===== src/rtl/keypad_time_entry.sv =====
// Keypad digit entry for the microwave cook time: synchronizes and debounces the
// encoder's key-valid flag, then shifts each accepted BCD digit into an MM:SS register.
module keypad_time_entry #(
  parameter int DEBOUNCE_CYCLES = 4,
  parameter int CNT_W           = 4
) (
  input  logic       clk,
  input  logic       clearn,
  input  logic [3:0] digit,
  input  logic       loadn,
  input  logic       enable_n,
  input  logic       clear,
  output logic [3:0] sec_ones,
  output logic [3:0] sec_tens,
  output logic [3:0] min_ones,
  output logic [3:0] min_tens,
  output logic [2:0] digit_count,
  output logic       full,
  output logic       digit_strobe,
  output logic       reject,
  output logic       time_valid
);

  typedef enum logic [1:0] {
    IDLE    = 2'd0,
    PRESS   = 2'd1,
    CAPTURE = 2'd2,
    HOLD    = 2'd3
  } state_e;

  localparam logic [CNT_W:0] DEB_LAST = (CNT_W + 1)'(DEBOUNCE_CYCLES);

  logic             loadnMeta_q, loadnS_q;
  logic [3:0]       digitMeta_q, digitS_q;
  state_e           state_q, state_d;
  logic [CNT_W-1:0] cnt_q, cnt_d;
  logic [CNT_W:0]   cntInc;
  logic [3:0]       secOnes_q, secTens_q, minOnes_q, minTens_q;
  logic [2:0]       digitCount_q;
  logic             strobe_q, reject_q;
  logic             storeEn, rejectEn;

  // Digit and valid share one synchronizer so the captured digit lines up with its flag.
  always_ff @(posedge clk or negedge clearn) begin
    if (!clearn) begin
      loadnMeta_q <= 1'b0;
      loadnS_q    <= 1'b0;
      digitMeta_q <= 4'd0;
      digitS_q    <= 4'd0;
    end else begin
      loadnMeta_q <= loadn;
      loadnS_q    <= loadnMeta_q;
      digitMeta_q <= digit;
      digitS_q    <= digitMeta_q;
    end
  end

  always_ff @(posedge clk or negedge clearn) begin
    if (!clearn) begin
      state_q <= IDLE;
      cnt_q   <= '0;
    end else begin
      state_q <= state_d;
      cnt_q   <= cnt_d;
    end
  end

  assign cntInc = {1'b0, cnt_q} + 1'b1;

  always_comb begin
    state_d  = state_q;
    cnt_d    = cnt_q;
    storeEn  = 1'b0;
    rejectEn = 1'b0;
    if (clear) begin
      state_d = HOLD;
      cnt_d   = '0;
    end else begin
      case (state_q)
        IDLE: begin
          if (loadnS_q) begin
            if (DEB_LAST == 1) begin
              state_d = CAPTURE;
              cnt_d   = '0;
            end else begin
              state_d = PRESS;
              cnt_d   = CNT_W'(1);
            end
          end
        end
        PRESS: begin
          if (!loadnS_q) begin
            state_d = IDLE;
            cnt_d   = '0;
          end else if (cntInc == DEB_LAST) begin
            state_d = CAPTURE;
            cnt_d   = '0;
          end else begin
            cnt_d = cntInc[CNT_W-1:0];
          end
        end
        CAPTURE: begin
          state_d = HOLD;
          cnt_d   = '0;
          if (!enable_n && (digitS_q <= 4'd9) && !full) begin
            storeEn = 1'b1;
          end else begin
            rejectEn = 1'b1;
          end
        end
        HOLD: begin
          // Any high sample restarts the release count, so bounce cannot end the hold early.
          if (loadnS_q) begin
            cnt_d = '0;
          end else if (cntInc == DEB_LAST) begin
            state_d = IDLE;
            cnt_d   = '0;
          end else begin
            cnt_d = cntInc[CNT_W-1:0];
          end
        end
        default: begin
          state_d = IDLE;
          cnt_d   = '0;
        end
      endcase
    end
  end

  always_ff @(posedge clk or negedge clearn) begin
    if (!clearn) begin
      secOnes_q    <= 4'd0;
      secTens_q    <= 4'd0;
      minOnes_q    <= 4'd0;
      minTens_q    <= 4'd0;
      digitCount_q <= 3'd0;
      strobe_q     <= 1'b0;
      reject_q     <= 1'b0;
    end else begin
      strobe_q <= storeEn;
      reject_q <= rejectEn;
      if (clear) begin
        secOnes_q    <= 4'd0;
        secTens_q    <= 4'd0;
        minOnes_q    <= 4'd0;
        minTens_q    <= 4'd0;
        digitCount_q <= 3'd0;
      end else if (storeEn) begin
        minTens_q    <= minOnes_q;
        minOnes_q    <= secTens_q;
        secTens_q    <= secOnes_q;
        secOnes_q    <= digitS_q;
        digitCount_q <= digitCount_q + 3'd1;
      end
    end
  end

  assign sec_ones     = secOnes_q;
  assign sec_tens     = secTens_q;
  assign min_ones     = minOnes_q;
  assign min_tens     = minTens_q;
  assign digit_count  = digitCount_q;
  assign full         = (digitCount_q == 3'd4);
  assign digit_strobe = strobe_q;
  assign reject       = reject_q;
  assign time_valid   = (digitCount_q != 3'd0) && (secTens_q <= 4'd5);

endmodule


===== config.mk =====
export PLATFORM = sky130hd
export DESIGN_NAME = keypad_time_entry
export DESIGN_NICKNAME = d
export VERILOG_FILES = /design/src/rtl/keypad_time_entry.sv
export SDC_FILE = /design/constraint.sdc
export NUM_CORES = 1
export LEC_CHECK = 0
export ABC_AREA = 1
export CAP_MARGIN = 10
export CORE_AREA = 2 2 70 72
export DETAILED_ROUTE_END_ITERATION = 10
export DIE_AREA = 0 0 72 74
export GPL_TIMING_DRIVEN = 0
export HOLD_SLACK_MARGIN = 0.1
export SYNTH_ARGS = -nofsm -noshare
export SYNTH_HDL_FRONTEND = slang
export SYNTH_SLANG_ARGS = --single-unit

===== constraint.sdc =====
create_clock -name clk -period 1.5 [get_ports clk]
set_input_delay 0.3 -clock clk [delete_from_list [all_inputs] [get_ports clk]]
set_output_delay 0.3 -clock clk [all_outputs]
set_load 0.005 [all_outputs]

* Yosys cells after proc, flatten, opt, wreduce, memory -nomap -nowiden
Cells that the tools add are included.
** Storage, ports and cells
- Register bits after elaboration :: 37
- Bits in latches :: 0
- RAM bits :: 0
- ROM bits :: 0
- Input port bits :: 9
- Word-level logic and storage cells :: 64
- Memories :: 0
** Operators by class
- $add $sub $neg :: 2
- $mul :: 0
- Div/mod/pow operators :: 0
- $lt $le $gt $ge :: 2
- Equality and inequality tests :: 9
- Shift operators :: 0
- Muxes and demuxes :: 29
- Bitwise logic cells :: 0
- Reductions and logical operators :: 9
** Operator list (number)
- $mux 4 :: 13
- $pmux 4 s4 :: 1
- $mux 2 :: 6
- $ne 3x3->1 const B :: 3
- $pmux 2 s4 :: 1
- $mux 1 :: 6
- $mux 3 :: 2
- $add 4x1->5 const B :: 1
- $eq 5x3->1 const B :: 1
- $eq 2x2->1 const B :: 2
- $le 4x3->1 const B :: 1
- $le 4x4->1 const B :: 1
- $ne 4x4->1 const B :: 1
- $reduce_and 4->1 :: 1
- $add 3x1->3 const B :: 1
- $eq 3x3->1 const B :: 1
- $logic_and 1x1->1 :: 3
- $reduce_bool 3->1 :: 1
- $eq 2x1->1 const B :: 1
- $logic_not 1->1 :: 2
- $logic_not 2->1 :: 1
- $reduce_bool 2->1 :: 1

* Depth between registers and ports, before layout
Gate-level depths: netlist (run 1).
- Depth after elaboration :: 8
- Gate-level depth with buffers :: 9
- Depth with buffers taken out :: 9

* Least setup slack after synthesis (run 1)
OpenSTA, ideal clock, no wires.
- Path type :: register to register
- Start point :: register digitCount_q[0] (netlist: digit_count[0])
- End point :: register minOnes_q[1] (netlist: min_ones[1])
- Arrival :: 1351 ps
- Required time :: 1434 ps
- Setup slack :: 83 ps
- Cell stages (with the launch flop) :: 9
- Cell sequence :: dfrtp_1 inv_1 ha_1 nand2_1 nand4_4 nor2_8 buf_6 nand2_1 nand2_1
** Between the ends
- Cells in the longest elaborated chain, start to end :: 7
** Ends and longest elaborated chain
- start, declared :: RTL line 39 : logic [2:0] digitCount_q;
- start signal, assigned :: RTL line 153 : digitCount_q <= digitCount_q + 3'd1;
- $eq 3x3->1 :: RTL line 163 : assign full = (digitCount_q == 3'd4);
- $logic_not 1->1 :: RTL line 105 : if (!enable_n && (digitS_q <= 4'd9) && !full) begin
- $logic_and 1x1->1 :: RTL line 105
- $mux 1 :: RTL line 105
- $mux 1 :: RTL line 79 : case (state_q)
- $mux 1 :: RTL line 75 : if (clear) begin
- named net storeEn :: RTL line 41 : logic storeEn, rejectEn;
- $reduce_bool 2->1 (no source line)
- end signal, assigned :: RTL line 150 : minOnes_q <= secTens_q;
- end, declared :: RTL line 38 : logic [3:0] secOnes_q, secTens_q, minOnes_q, minTens_q;
The timed path passes the listed nets, and every way through them passes these cells.
A chain may end at the register's enable or synchronous reset.

* Worst setup path in the final report (run 1)
- Start point :: register digitCount_q[0] (netlist: digit_count[0])
- End point :: output port time_valid
** Between the ends
- Cells in the longest elaborated chain, start to end :: 2
** Ends and longest elaborated chain
- $reduce_bool 3->1 :: RTL line 166 : assign time_valid = (digitCount_q != 3'd0) && (secTens_q <= 4'd5);
- $logic_and 1x1->1 :: RTL line 166
- end, declared :: RTL line 21 : output logic time_valid
Every way passes these cells.

==> results of run 1 <==
sequential cells by signal, indices dropped and copies added, names as in the netlist:
signal        flops
sec_tens          4
digit_strobe      1
min_ones          4
loadnMeta_q       1
state_q           2
sec_ones          4
reject            1
digitS_q          4
digit_count       3
loadnS_q          1
min_tens          4
cnt_q             4
digitMeta_q       4
stage by stage:
step                      instances  cell area [sq um]  setup WS (ps)
after floorplan                 157               1530           83.2
after global placement          242               1910           -751
after detailed placement        242               1900           -383
after CTS                       258               2100          -77.2
after global routing            266               2180           -132
final                           266               2180          -47.5
layout by cell type, fill, tap and decap left out, drive strengths merged:
cell type      count
clkinvlp           1
a32o               1
nor2               5
xor2               2
o21ai              6
inv               14
dlymetal6s2s       6
a311oi             1
nand4              2
clkdlybuf4s50     18
dfrtp             37
nand2             52
clkbuf             8
nand3             27
bufinv             1
o31ai              1
a221oi             1
nand3b             1
dlygate4sd2        4
ha                 3
buf               21
cells in the mapped netlist (all sizes together):
master / number
a221oi: 1
a311oi: 1
a32o: 1
buf: 3
clkbuf: 1
dfrtp: 37
ha: 3
inv: 14
nand2: 52
nand3: 27
nand3b: 1
nand4: 2
nor2: 5
o21ai: 6
o31ai: 1
xor2: 2
path summary, 6_finish.rpt:
path	startpoint	to	slack, ps	cells past startpoint
setup / recovery	digit_count[0]	time_valid	-50	4
hold / removal	clearn	digit_strobe	90	1
setup reg to reg	state_q[0]	min_ones[1]	120	6
hold reg to reg	digitMeta_q[0]	digitS_q[0]	350	0
max in group asynchronous	clearn	digit_count[2]	860	1
min in group clk	digitMeta_q[0]	digitS_q[0]	350	0
final cells by class:
class                           count  area (sq um)  share of cell area (%)
Buffer                              4          26.3                    1.21
Clock buffer                        6          82.6                    3.79
Clock inverter                      2          37.5                    1.72
Inverter                           14          52.6                    2.41
Multi-Input combinational cell    102           558                    25.6
Sequential cell                    37           927                    42.6
Tap cell                           54          67.6                    3.10
Timing Repair Buffer               47           425                    19.5
worst reg2reg max path, cell delays in order, from the launching register on:
cell and delay, ps:
dfrtp_1 480, nor2_4 190, nand4_4 190, nor2_8 200
buf_6 160, nand2_1 50, nand2_1 50
cells by family (layout without fill, tap and decap cells):
logic type                 after synthesis  in the layout  synth area share (%)
AOI/OAI and AO/OA                       10             10                  4.25
xor gates and xnor gates                 2              2                  1.14
adders and majority gates                3              3                  2.45
buffers and inverters                   18             73                  4.99
DFF                                     37             37                  60.5
and+or+nand+nor                         87             87                  26.7
routing by layer:
layer  routed length [microns]  part of all wire, %  track usage, %
met2                      1390                   44            18.1
met4                        49                  1.5            5.03
met1                      1550                   49            19.5
met5                         0                    0               0
met3                       192                  6.0            4.88
where the power goes:
part | total (mW) | internal, mW | switching [mW]
combinational | 0.246 | 0.109 | 0.137
sequential | 1.09 | 1.04 | 0.0458
clock | 0.902 | 0.540 | 0.361
what timing repair did:
action	in CTS	in global routing
gates resized for setup	23	8
endpoints found under the setup margin	25	21
pin swaps	3	1
cloned	0	0
setup buffers	8	8
hold buffers	0	0
==> qor.csv, run 1 <==
metric;value;unit
Synth Register Bits;37;
share of post-route cells with drive strength above 1;20.8;%
Clock transition at path regs;70;ps
Rows;25;
Synth Area per Inst;9.75;sq um
Starting DRT DRC Count;94;
Max FO, Critical Path;3;
# diodes;0;
WP buf/inv;2;
CTS tree;built;
drt drc;0;
GPL Wtd Cong;0.816;
setup TNS;-47.5;ps
Worst slew margin;46.7;%
port buffer count;31;
Post-DRT Antenna Nets;0;
Routed WL;3180;microns
status;finished, violations left;
core box area;0.00460;sq mm
RSZ-0062 raised after global routing;yes;
NumNets Final;223;
Starting Density;33.3;%
fin worst setup slack;-47.5;ps
Mapped Cells;157;
crit path DAT;1250;ps
max-cap violation count;0;
failing checks;negative setup slack;
Seq/Total Area, Yosys;60.5;%
Die Area;0.00533;sq mm
io pins;32;
CTS Buf Count;5;
Final period util;103;%
Setup CP Type;reg2out;
Max Transition Viols Final;0;
buffer depth of the longest clock path;2;
hold crit path type;in2async;
YS warnings;0;
WHS;92.9;ps
Req. time, crit path;1200;ps
Clock Skew;6.75;ps
FMAX;646;MHz
vias in the first global route;1114;
pin count of the biggest net entering global routing;38;
die height;74;microns
syn_nets;169;
initial antenna violation count;0;
fin crit period;1550;ps
Power, Total;2.23;mW
Die X-Extent;72;microns
Cell Chain, Critical Path;inv_2 > ha_4 > a221oi_2 > buf_2;
Max VDD drop;0.582;mV
Final Hold Fails;0;
top post-synthesis cells by area;dfrtp_1 61%, nand2_1 13%, nand3_1 8.8%, inv_1 3.2%, ha_1 2.5%;
Total Routing Usage GR;13.3;%
TritonCTS Sinks;37;
Worst-Skew Late Latency;290;ps
Cell Area, Synth;0.00153;sq mm
setup violators final;1;
Syn-to-layout area delta;42.3;%
Critical Path Start Type;flop;
post-synthesis cell type count;23;
area leader, netlist;dfrtp_1;
via count;1250;
Root Buffer;clkbuf_8;
Worst Tran Pin Value;799;ps
Detailed Routing Iterations Pass 1;4;
FILL cells;448;
CP max-delay cell;dfrtp_1;
slowest stage delay, CP;370;ps
H-tree depth;2;
CP delay by family, top;flip-flops;
WL/cell;12.0;microns
vias per inst;4.70;
first-pass GRT wire length;5290;microns
GR Overflow Total;0;
Static Leak;1.23;nW
power per cell area;1030;mW/mm^2
top-area cell type share of the netlist area;60.5;%
fin util;47.3;%
post-detail-place hpwl;2100;microns
Worst setup EP type;output port;
Note: power is estimated with default switching activity, not from simulation.
==> inputs of run 2 (changes only) <==
--- a/config.mk
+++ b/config.mk
@@ -5,11 +5,11 @@
 export SDC_FILE = /design/constraint.sdc
 export NUM_CORES = 1
 export LEC_CHECK = 0
-export ABC_AREA = 1
 export CAP_MARGIN = 10
-export CORE_AREA = 2 2 70 72
+export CORE_AREA = 2 2 72 74
 export DETAILED_ROUTE_END_ITERATION = 10
-export DIE_AREA = 0 0 72 74
+export DIE_AREA = 0 0 74 76
+export DONT_BUFFER_PORTS = 1
 export GPL_TIMING_DRIVEN = 0
 export HOLD_SLACK_MARGIN = 0.1
 export SYNTH_ARGS = -nofsm -noshare
==> run 2 against run 1 <==
Effect of this change:
- largest cell class unchanged
- the flow still finishes with violations (negative setup slack)
- critical path type is now reg2reg
- clock-buffer cell count stayed put
- highest routed layer unchanged
- utilization is 5.8 points lower
- via count is 11% lower
==> qor.csv, run 2 <==
metric;value;unit
CP delay by family, top;flip-flops;
Worst Tran Pin Value;538;ps
FMAX;616;MHz
RSZ-0062 raised after global routing;yes;
synth cell count leaders;37 x dfrtp_1, 24 x nand2b_1, 15 x mux2i_1;
vias in the first global route;1230;
Clock transition at path regs;70;ps
post-synthesis cell type count;33;
Seq/Total Area, Yosys;56.7;%
vias per inst;4.87;
Setup CP Type;reg2reg;
setup violators final;17;
Post-synth top flop;dfrtp_1;
Final Hold Fails;0;
Max VDD drop;0.574;mV
H-tree depth;2;
Cell Chain, Critical Path;inv_2 > ha_4 > a21o_4 > nor4_2 > mux2_2;
Req. time, crit path;1680;ps
share of post-route cells with drive strength above 1;21.4;%
# diodes;0;
CTS tree;built;
syn_nets;152;
buffer depth of the longest clock path;2;
initial antenna violation count;0;
top post-synthesis cells by area;dfrtp_1 57%, mux2i_1 9.2%, nand2b_1 9.2%, ha_1 2.3%, nor2_1 2.3%;
hold crit path type;in2reg;
Post-DRT Antenna Nets;0;
GPL Wtd Cong;0.796;
Starting Density;33.2;%
Mapped Cells;140;
Max FO, Critical Path;5;
top-area cell type share of the netlist area;56.7;%
multi-input logic area;731;sq um
FILL cells;459;
CP max-delay cell;dfrtp_2;
Critical Path Start Type;flop;
max-cap violation count;0;
Final period util;108;%
NumNets Final;171;
io pins;32;
die height;76;microns
WP buf/inv;1;
failing checks;negative setup slack;
Total Routing Usage GR;13.2;%
status;finished, violations left;
port buffer count;0;
FF/Latch Area;928;sq um
Worst-Skew Late Latency;290;ps
Routed WL;3350;microns
commonest non-fill, non-tap cells in the layout;35 x dfrtp_1, 23 x nand2b_1, 15 x mux2i_1;
Synth Register Bits;37;
Static Leak;0.871;nW
Max Transition Viols Final;0;
drt drc;0;
post-detail-place hpwl;2200;microns
power per cell area;903;mW/mm^2
crit path DAT;1800;ps
WL/cell;14.6;microns
Power, Total;1.84;mW
Worst setup EP type;flop;
CTS Buf Count;5;
Detailed Routing Iterations Pass 1;4;
first-pass GRT wire length;5660;microns
YS warnings;0;
Synth async-reset ratio;100;%
Syn-to-layout area delta;25.1;%
top-count cell post-synth;dfrtp_1;
pin count of the biggest net entering global routing;38;
Clock Skew;13.0;ps
slowest stage delay, CP;420;ps
Starting DRT DRC Count;82;
Synth Area per Inst;11.7;sq um
number of synthesized flops with an enable pin;0;
WHS;276;ps
commonest non-fill, non-tap cell in the layout;dfrtp_1;
Die X-Extent;74;microns
fin worst setup slack;-124;ps
Rows;26;
core box area;0.00491;sq mm
Die Area;0.00562;sq mm
Root Buffer;clkbuf_8;
fin crit period;1620;ps
fin util;41.5;%
GR Overflow Total;0;
area leader, netlist;dfrtp_1;
Worst slew margin;64.2;%
via count;1115;
Cell Area, Synth;0.00163;sq mm
TritonCTS Sinks;37;
run 2: changes by cell type after synthesis, sizes merged, moves of 6 or more:
cell,change
nand3,-26
o21ai,-6
nand2b,+24
mux2i,+15
nand2,-52
inv,-7
run 2: what timing repair did:
action / CTS / global route
gates resized for setup: 13 / 10
hold endpoints to repair: 42 / 0
pin swaps: 4 / 3
hold buffers: 7 / 0
setup endpoints to repair: 23 / 23
gates cloned: 0 / 0
buffers inserted: 6 / 0
run 2: power by group:
group	total [mW]	switching, mW	internal (mW)
clock network	0.709	0.345	0.363
logic	0.104	0.0590	0.0447
registers	1.03	0.0152	1.01
run 2: kinds of logic after synthesis:
kind of cell	Yosys count	share of synthesized area, %
simple gates	50	17.9
flops	37	56.7
compound gates	17	7.67
mux	17	10.6
buf+inv	15	4.29
fa+ha+maj	3	2.30
xor+xnor	1	0.537
run 2: per-stage QoR:
stage               instance area [sq um]  TNS, ps  setup slack, ps  instances
floorplan                            1640     -539             -115        140
global route                         2040    -2390             -160        229
global placement                     1730    -2070             -232        210
CTS                                  2000    -2240             -149        230
finish                               2040    -1040             -124        229
detailed placement                   1730    -2900             -276        210
run 2: worst reg2reg max path, stage by stage (launching register included):
cell     delay, ps
dfrtp_2        420
inv_2           70
ha_4           170
a21o_4         220
nor4_2         270
mux2_2         370
run 2: path summary, 6_finish.rpt:
| path | startpoint | end | slack, ps | depth (start not counted) |
|---|---|---|---|---|
| worst max-delay path | digit_count[0] | digit_count[2] | -120 | 5 |
| worst min-delay path | enable_n | sec_ones[1] | 280 | 3 |
| worst max register to register | digit_count[0] | digit_count[2] | -120 | 5 |
| worst min register to register | loadnMeta_q | loadnS_q | 350 | 0 |
| max in group asynchronous | clearn | digit_count[0] | 830 | 2 |
| min in group asynchronous | clearn | digit_strobe | 480 | 2 |
run 2: area by class of cell:
type,instances,area share (%)
Sequential cell,37,45.5
Buffer,7,1.59
Multi-Input combinational cell,88,35.8
Clock buffer,6,4.05
Timing Repair Buffer,13,7.11
Clock inverter,1,0.368
Tap cell,70,4.29
Inverter,7,1.29
run 2: metal layers:
layer / up-vias / GRT usage [%] / share of wire, %
met5: - / 0 / 0
met4: 0 / 6.18 / 2.0
met3: 8 / 3.97 / 6.6
met2: 39 / 20.4 / 47
met1: 553 / 16.8 / 44
li1: 515 / - / -
==> inputs of run 3 (changes only) <==
--- a/config.mk
+++ b/config.mk
@@ -5,6 +5,7 @@
 export SDC_FILE = /design/constraint.sdc
 export NUM_CORES = 1
 export LEC_CHECK = 0
+export ABC_CLOCK_PERIOD_IN_PS = 1500
 export CAP_MARGIN = 10
 export CORE_AREA = 2 2 72 74
 export DETAILED_ROUTE_END_ITERATION = 10
@@ -12,6 +13,7 @@
 export DONT_BUFFER_PORTS = 1
 export GPL_TIMING_DRIVEN = 0
 export HOLD_SLACK_MARGIN = 0.1
+export SKIP_LAST_GASP = 1
 export SYNTH_ARGS = -nofsm -noshare
 export SYNTH_HDL_FRONTEND = slang
 export SYNTH_SLANG_ARGS = --single-unit
==> results of run 3 <==
No change in the layout: final DEF, timing and power equal those of run 2.
